File: src/rtl/snake_pkg.sv
`default_nettype none
// ============================================================================
// Module  : snake_pkg
// Purpose : Shared direction codes, grid defaults and helpers for the snake
//           control path.
// Rev     : 1.0  initial release
// ============================================================================
package snake_pkg;

  localparam logic [1:0] DIR_UP    = 2'b11;
  localparam logic [1:0] DIR_DOWN  = 2'b00;
  localparam logic [1:0] DIR_LEFT  = 2'b10;
  localparam logic [1:0] DIR_RIGHT = 2'b01;

  localparam int c_GRID_W_DEFAULT = 64;
  localparam int c_GRID_H_DEFAULT = 48;

  // The encoding is chosen so that opposite directions are bitwise complements.
  function automatic logic is_opposite(input logic [1:0] a, input logic [1:0] b);
    return (a == ~b);
  endfunction

endpackage
`default_nettype wire

File: src/rtl/btn_debounce.sv
`default_nettype none
// ============================================================================
// Module  : btn_debounce
// Purpose : Two-flop synchronizer, stable-level debounce and rising-edge
//           press pulse for one raw board button.
// Rev     : 1.0  initial release
// ============================================================================
module btn_debounce #(
  parameter int DEBOUNCE_CYC = 250000
) (
  input  logic iCLK,
  input  logic iRST,
  input  logic iRaw,
  output logic oLevel,
  output logic oPress
);

  localparam int c_CNT_W = (DEBOUNCE_CYC > 1) ? $clog2(DEBOUNCE_CYC) : 1;
  localparam logic [c_CNT_W-1:0] c_CNT_LAST = c_CNT_W'(DEBOUNCE_CYC - 1);
  localparam logic [c_CNT_W-1:0] c_CNT_ONE  = c_CNT_W'(1);

  logic [1:0]         r_sync;
  logic [c_CNT_W-1:0] r_cnt;
  logic               r_levelQ;

  always_ff @(posedge iCLK or posedge iRST) begin
    if (iRST) begin
      r_sync   <= 2'b00;
      r_cnt    <= '0;
      oLevel   <= 1'b0;
      r_levelQ <= 1'b0;
      oPress   <= 1'b0;
    end else begin
      r_sync <= {r_sync[0], iRaw};
      // The count only runs while the synchronized level disagrees with the accepted one.
      if (r_sync[1] == oLevel) begin
        r_cnt <= '0;
      end else if (r_cnt == c_CNT_LAST) begin
        oLevel <= r_sync[1];
        r_cnt  <= '0;
      end else begin
        r_cnt <= r_cnt + c_CNT_ONE;
      end
      r_levelQ <= oLevel;
      oPress   <= oLevel & ~r_levelQ;
    end
  end

endmodule
`default_nettype wire

File: src/rtl/snake_dir_ctrl.sv
`default_nettype none
// ============================================================================
// Module  : snake_dir_ctrl
// Purpose : Debounced, reversal-safe snake direction, game-step tick and
//           wrapping head position. Optional pause button: SNAKE_PAUSE_EN.
// Rev     : 1.0  initial release
// ============================================================================
module snake_dir_ctrl
  import snake_pkg::*;
#(
  parameter int DEBOUNCE_CYC = 250000,
  parameter int TICK_CYC     = 6293750,
  parameter int GRID_W       = c_GRID_W_DEFAULT,
  parameter int GRID_H       = c_GRID_H_DEFAULT,
  parameter int HEAD_X0      = 32,
  parameter int HEAD_Y0      = 24
) (
  input  logic                      iCLK,
  input  logic                      iRST,
  input  logic                      iUpButton,
  input  logic                      iDownButton,
  input  logic                      iLeftButton,
  input  logic                      iRightButton,
`ifdef SNAKE_PAUSE_EN
  input  logic                      iPauseButton,
`endif
  output logic [1:0]                oDirection,
  output logic                      oTick,
  output logic [$clog2(GRID_W)-1:0] oHead_X,
  output logic [$clog2(GRID_H)-1:0] oHead_Y
);

  localparam int c_XW     = $clog2(GRID_W);
  localparam int c_YW     = $clog2(GRID_H);
  localparam int c_TICK_W = (TICK_CYC > 1) ? $clog2(TICK_CYC) : 1;

  localparam logic [c_XW-1:0]     c_X_MAX     = c_XW'(GRID_W - 1);
  localparam logic [c_YW-1:0]     c_Y_MAX     = c_YW'(GRID_H - 1);
  localparam logic [c_XW-1:0]     c_X_ONE     = c_XW'(1);
  localparam logic [c_YW-1:0]     c_Y_ONE     = c_YW'(1);
  localparam logic [c_TICK_W-1:0] c_TICK_LAST = c_TICK_W'(TICK_CYC - 1);
  localparam logic [c_TICK_W-1:0] c_TICK_ONE  = c_TICK_W'(1);

  logic [3:0]          w_raw;
  logic [3:0]          w_level;
  logic [3:0]          w_pulse;
  logic [3:0]          w_press;
  logic                w_run;
  logic                w_tickNow;
  logic                w_pressValid;
  logic [1:0]          w_pressDir;
  logic [1:0]          w_commitDir;
  logic [c_XW-1:0]     w_nextX;
  logic [c_YW-1:0]     w_nextY;
  logic [1:0]          r_pending;
  logic [c_TICK_W-1:0] r_tickCnt;

  assign w_raw = {iUpButton, iDownButton, iLeftButton, iRightButton};

  generate
    for (genvar i = 0; i < 4; i++) begin : g_btn
      btn_debounce #(.DEBOUNCE_CYC(DEBOUNCE_CYC)) u_btn (
        .iCLK  (iCLK),
        .iRST  (iRST),
        .iRaw  (w_raw[i]),
        .oLevel(w_level[i]),
        .oPress(w_pulse[i])
      );
    end
  endgenerate

  assign w_press = w_pulse & w_level;

`ifdef SNAKE_PAUSE_EN
  logic r_paused;
  logic w_pauseLevel;
  logic w_pausePulse;

  btn_debounce #(.DEBOUNCE_CYC(DEBOUNCE_CYC)) u_pause (
    .iCLK  (iCLK),
    .iRST  (iRST),
    .iRaw  (iPauseButton),
    .oLevel(w_pauseLevel),
    .oPress(w_pausePulse)
  );

  always_ff @(posedge iCLK or posedge iRST) begin
    if (iRST) begin
      r_paused <= 1'b0;
    end else if (w_pausePulse & w_pauseLevel) begin
      r_paused <= ~r_paused;
    end
  end

  assign w_run = ~r_paused;
`else
  assign w_run = 1'b1;
`endif

  assign w_tickNow = w_run && (r_tickCnt == c_TICK_LAST);
  // A press landing on a tick is judged against the direction being committed now.
  assign w_commitDir = w_tickNow ? r_pending : oDirection;

  always_comb begin
    w_pressValid = w_run;
    w_pressDir   = DIR_RIGHT;
    if (w_press[3])      w_pressDir = DIR_UP;
    else if (w_press[2]) w_pressDir = DIR_DOWN;
    else if (w_press[1]) w_pressDir = DIR_LEFT;
    else if (w_press[0]) w_pressDir = DIR_RIGHT;
    else                 w_pressValid = 1'b0;
  end

  always_comb begin
    w_nextX = oHead_X;
    w_nextY = oHead_Y;
    case (r_pending)
      DIR_UP:   w_nextY = (oHead_Y == '0)      ? c_Y_MAX : oHead_Y - c_Y_ONE;
      DIR_DOWN: w_nextY = (oHead_Y == c_Y_MAX) ? '0      : oHead_Y + c_Y_ONE;
      DIR_LEFT: w_nextX = (oHead_X == '0)      ? c_X_MAX : oHead_X - c_X_ONE;
      default:  w_nextX = (oHead_X == c_X_MAX) ? '0      : oHead_X + c_X_ONE;
    endcase
  end

  always_ff @(posedge iCLK or posedge iRST) begin
    if (iRST) begin
      oDirection <= DIR_RIGHT;
      r_pending  <= DIR_RIGHT;
      oTick      <= 1'b0;
      r_tickCnt  <= '0;
      oHead_X    <= c_XW'(HEAD_X0);
      oHead_Y    <= c_YW'(HEAD_Y0);
    end else begin
      oTick <= w_tickNow;
      if (w_run) begin
        r_tickCnt <= w_tickNow ? '0 : r_tickCnt + c_TICK_ONE;
      end
      if (w_tickNow) begin
        oDirection <= r_pending;
        oHead_X    <= w_nextX;
        oHead_Y    <= w_nextY;
      end
      if (w_pressValid && !is_opposite(w_pressDir, w_commitDir)) begin
        r_pending <= w_pressDir;
      end
    end
  end

endmodule
`default_nettype wire

File: config.mk
export PLATFORM = sky130hd
export DESIGN_NAME = snake_dir_ctrl
export DESIGN_NICKNAME = d
export VERILOG_FILES = /design/src/rtl/snake_pkg.sv /design/src/rtl/btn_debounce.sv /design/src/rtl/snake_dir_ctrl.sv
export SDC_FILE = /design/constraint.sdc
export NUM_CORES = 1
export LEC_CHECK = 0
export BUFFER_PORTS_ARGS = -buffer_cell sky130_fd_sc_hd__buf_2
export CAP_MARGIN = 20
export CORE_MARGIN = 2
export CORE_UTILIZATION = 56
export DETAILED_ROUTE_END_ITERATION = 8
export GPL_ROUTABILITY_DRIVEN = 0
export PLACE_DENSITY_LB_ADDON = 0.1
export RECOVER_POWER = 50
export SYNTH_ARGS = -nofsm -noshare
export SYNTH_HDL_FRONTEND = slang
export SYNTH_SLANG_ARGS = --single-unit
export TNS_END_PERCENT = 10
File: constraint.sdc
create_clock -name iCLK -period 4 [get_ports iCLK]
set_clock_uncertainty 0.1 [all_clocks]
set_input_delay 0.4 -clock iCLK [delete_from_list [all_inputs] [get_ports iCLK]]
set_output_delay 0.4 -clock iCLK [all_outputs]
set_load 0.005 [all_outputs]
==> flow_summary.toml <==
[outcome]
status = "complete, but fails checks"
violations = "max-capacitance violations, max-slew violations"

[timing]
timing.fmax_mhz = 381.5
finalCritPeriodShare_pct = 65.53
slew-limit-headroom_pct = -15.91
setup_viol = 0
period_needed_ns = 2.621
fin_tns_setup_ns = 0
setup_ws_ns = 1.379
rsz0062_at_grt = "false"
slew_viol_final = 133
hold_viol_final = 0
worstMarginPinSlew_ns = 1.739

[setup_path]
slowest_stage = "dfrtp_1"
crit_chain = "nor4b_1, nand3_1, nor2_4, mux2_4, xor2_2, o21ai_2, mux2_4"
path_buf_inv = 0
cpPeakStageDelay_ns = 0.42
critical_path_class = "register to register"
cp.required_ns = 4.32
crit_top_cell = "mux2_4"
worst_setup_path_start_kind = "register"
critPathMaxFanout = 15
rrSetupSlack_ns = 1.38
timing.rr.start = "r_tickCnt[13]$_DFF_PP0_"
cp_top_family = "simple AND/OR/NAND/NOR gates"
arrival_ns = 2.94
cp-end-kind = "register"
cp-startpoint = "r_tickCnt[13]$_DFF_PP0_"

[floorplanning]
start_util_pct = 57.56
ios = 21
dieHeight_um = 109.8
die_w_um = 109.8
core_um2 = 10890
num_rows = 38
dieArea_um2 = 12050

[worst_hold_path]
hp-class = "register to register"
worstHoldStart = "g_btn[2].u_btn.r_sync[0]$_DFF_PP0_"

[pwr]
finalPower_mw = 2.967
p_clk_share_pct = 52.1
switching_power_mw = 0.6001
cellPowerDensity_nw_per_um2 = 414.3
seqPwrFrac_pct = 45.9
leakagePower_nw = 3.162
p_comb_share_pct = 2.0
internal-power_mw = 2.367
max-vdd-ir-drop_mv = 0.3665
switching_share_pct = 20.22

[grt]
track_usage_pct = 20.50
antenna_found_initial = 0
grt_overflow = 0
grt_pass1_wl_um = 19160
grt_max_degree = 133
grt_pass1_vias = 4342

[layout]
layout.cells.non_filler = 811
fillCellCount = 848
syn2layout_area_growth_pct = 14.27
final_layout_size_suffix_gt1_share_pct = 10.73
seqCellArea_um2 = 3309
final_nets = 678
final_common_cell = "dfrtp_1"
multi_input_area_um2 = 2820
diodes = 0
final_core_util_pct = 65.78
final_cell_mix = "127 x dfrtp_1, 115 x nor2_1, 47 x xor2_1, 46 x xnor2_1, 44 x nand3_1"

[clock_tree]
postCtsSetupBuffers = 0
hold_buffers = 5
clock_path_buffers = 2
clkSinkCount = 132
ctsResizeCount = 0
clkSlewWorstSetupHoldPaths_ns = 0.06
numCtsBuffers = 17
clock_latency_ns = 0.53
htree_num_levels = 4
cts_tree = "yes"
clock-root-buffer = "clkbuf_8"

[synth]
synth.distinct_cells = 46
syn_nets = 646
synth_edf_count = 0
yosysWarnings = 0
synth_area_um2 = 6267
synth_seq_area_share_pct = 52.80
ys_ff_latch = 132
ys.flop_type = "dfrtp_1"
netlist_instances = 626
synthArstFlopShare_pct = 100.0
syn_avg_cell_area_um2 = 10.01

[placed_design]
place_inst = 774
dpl.hpwl_um = 7068
pre_cts_ws_ns = 1.389
io_buffers = 20

[detailed_routing]
via_per_inst = 5.536
vias = 4490
drt_iter0_markers = 325
wl_per_cell_um = 13.65
antenna_left = 0
drc_errors = 0
drt-total-wl_um = 11070
firstDrtPassIters = 5

[run]
maxCapViolations = 1
==> Yosys cell counts, types with 2 or more instances <==
master	number	area share [%]
nand2b_1	7	0.70
nand4_1	19	1.9
inv_1	22	1.3
dfstp_2	5	2.1
a22o_1	2	0.28
dfrtp_1	127	51
mux2_2	4	0.72
a22oi_1	2	0.24
nor3b_1	2	0.24
a21oi_1	17	1.4
xnor2_1	46	6.4
clkbuf_1	11	0.66
nor2_1	115	6.9
nor4_1	12	1.2
nor4b_1	3	0.42
or3_1	6	0.60
nand3_1	44	3.5
nor4_2	2	0.40
o22a_1	2	0.28
and3_1	8	0.80
mux2_4	3	0.72
a31oi_1	8	0.80
nand2_1	41	2.5
nor2b_1	7	0.70
o21ai_0	11	0.88
xor2_1	47	6.6
nor3_1	18	1.4
and4_1	3	0.42
ha_1	14	2.8
buf_2	2	0.16
==> power groups by stage <==
stage	Combinational, mW	Clock (mW)	Sequential (mW)
4_1_cts	0.0654	1.58	1.36
3_5_place_dp	0.0611	0	1.38
2_1_floorplan	0.0451	0	1.38
3_3_place_gp	0.0595	0	1.38
5_1_grt	0.0730	1.64	1.36
6_report	0.0605	1.54	1.36
==> routing by layer <==
metal / track usage [%] / up-vias / wire length, um
li1: - / 2195 / -
met1: 25.20 / 2204 / 5077
met2: 33.79 / 73 / 5419
met3: 6.402 / 18 / 420
met4: 7.866 / 0 / 150
met5: 0 / - / 0
==> stage by stage <==
step / hold WS (ns) / instance area, um2
floorplan: 0.2312 / 6271
global placement: 0.2337 / 6519
detailed placement: 0.2410 / 6519
CTS: 0.2539 / 7176
global route: 0.2654 / 7162
finish: 0.2545 / 7162
==> kinds of logic after synthesis <==
group / Yosys count / synth area share (%)
mux: 7 / 1.437
compound gates: 50 / 4.891
xor+xnor: 94 / 13.26
buf+inv: 36 / 2.196
simple gates: 293 / 22.62
fa+ha+maj: 14 / 2.795
flops: 132 / 52.81
==> final cells by class <==
type                    instances  share of cell area (%)
multi-input cells             458                   39.38
inverters                      22                   1.205
repair buffers                 27                   2.289
well taps                     140                   2.446
clock buffers                  25                   7.180
flip-flops and latches        132                   46.21
clock inverters                 7                   1.293
==> path summary, 6_finish.rpt <==
path                       cells past startpoint                                  to
max                                            7            r_pending[1]$_DFFE_PP0P_
min                                            0  g_btn[2].u_btn.r_sync[1]$_DFF_PP0_
max reg2reg                                    7            r_pending[1]$_DFFE_PP0P_
min reg2reg                                    0  g_btn[2].u_btn.r_sync[1]$_DFF_PP0_
max in group asynchronous                      4              oHead_Y[5]$_DFFE_PP0P_
min in group asynchronous                      4   g_btn[1].u_btn.r_cnt[0]$_DFF_PP0_
==> flip-flops by register name, indices dropped and copies added, names as in the netlist, 2 cells and up <==
signal                cells
g_btn.u_btn.oPress        4
g_btn.u_btn.r_levelQ      4
g_btn.u_btn.r_cnt        72
oDirection                2
g_btn.u_btn.r_sync        8
oHead_X                   6
oHead_Y                   6
r_tickCnt                23
r_pending                 2
g_btn.u_btn.oLevel        4
Power figures use the tool's default switching activity.
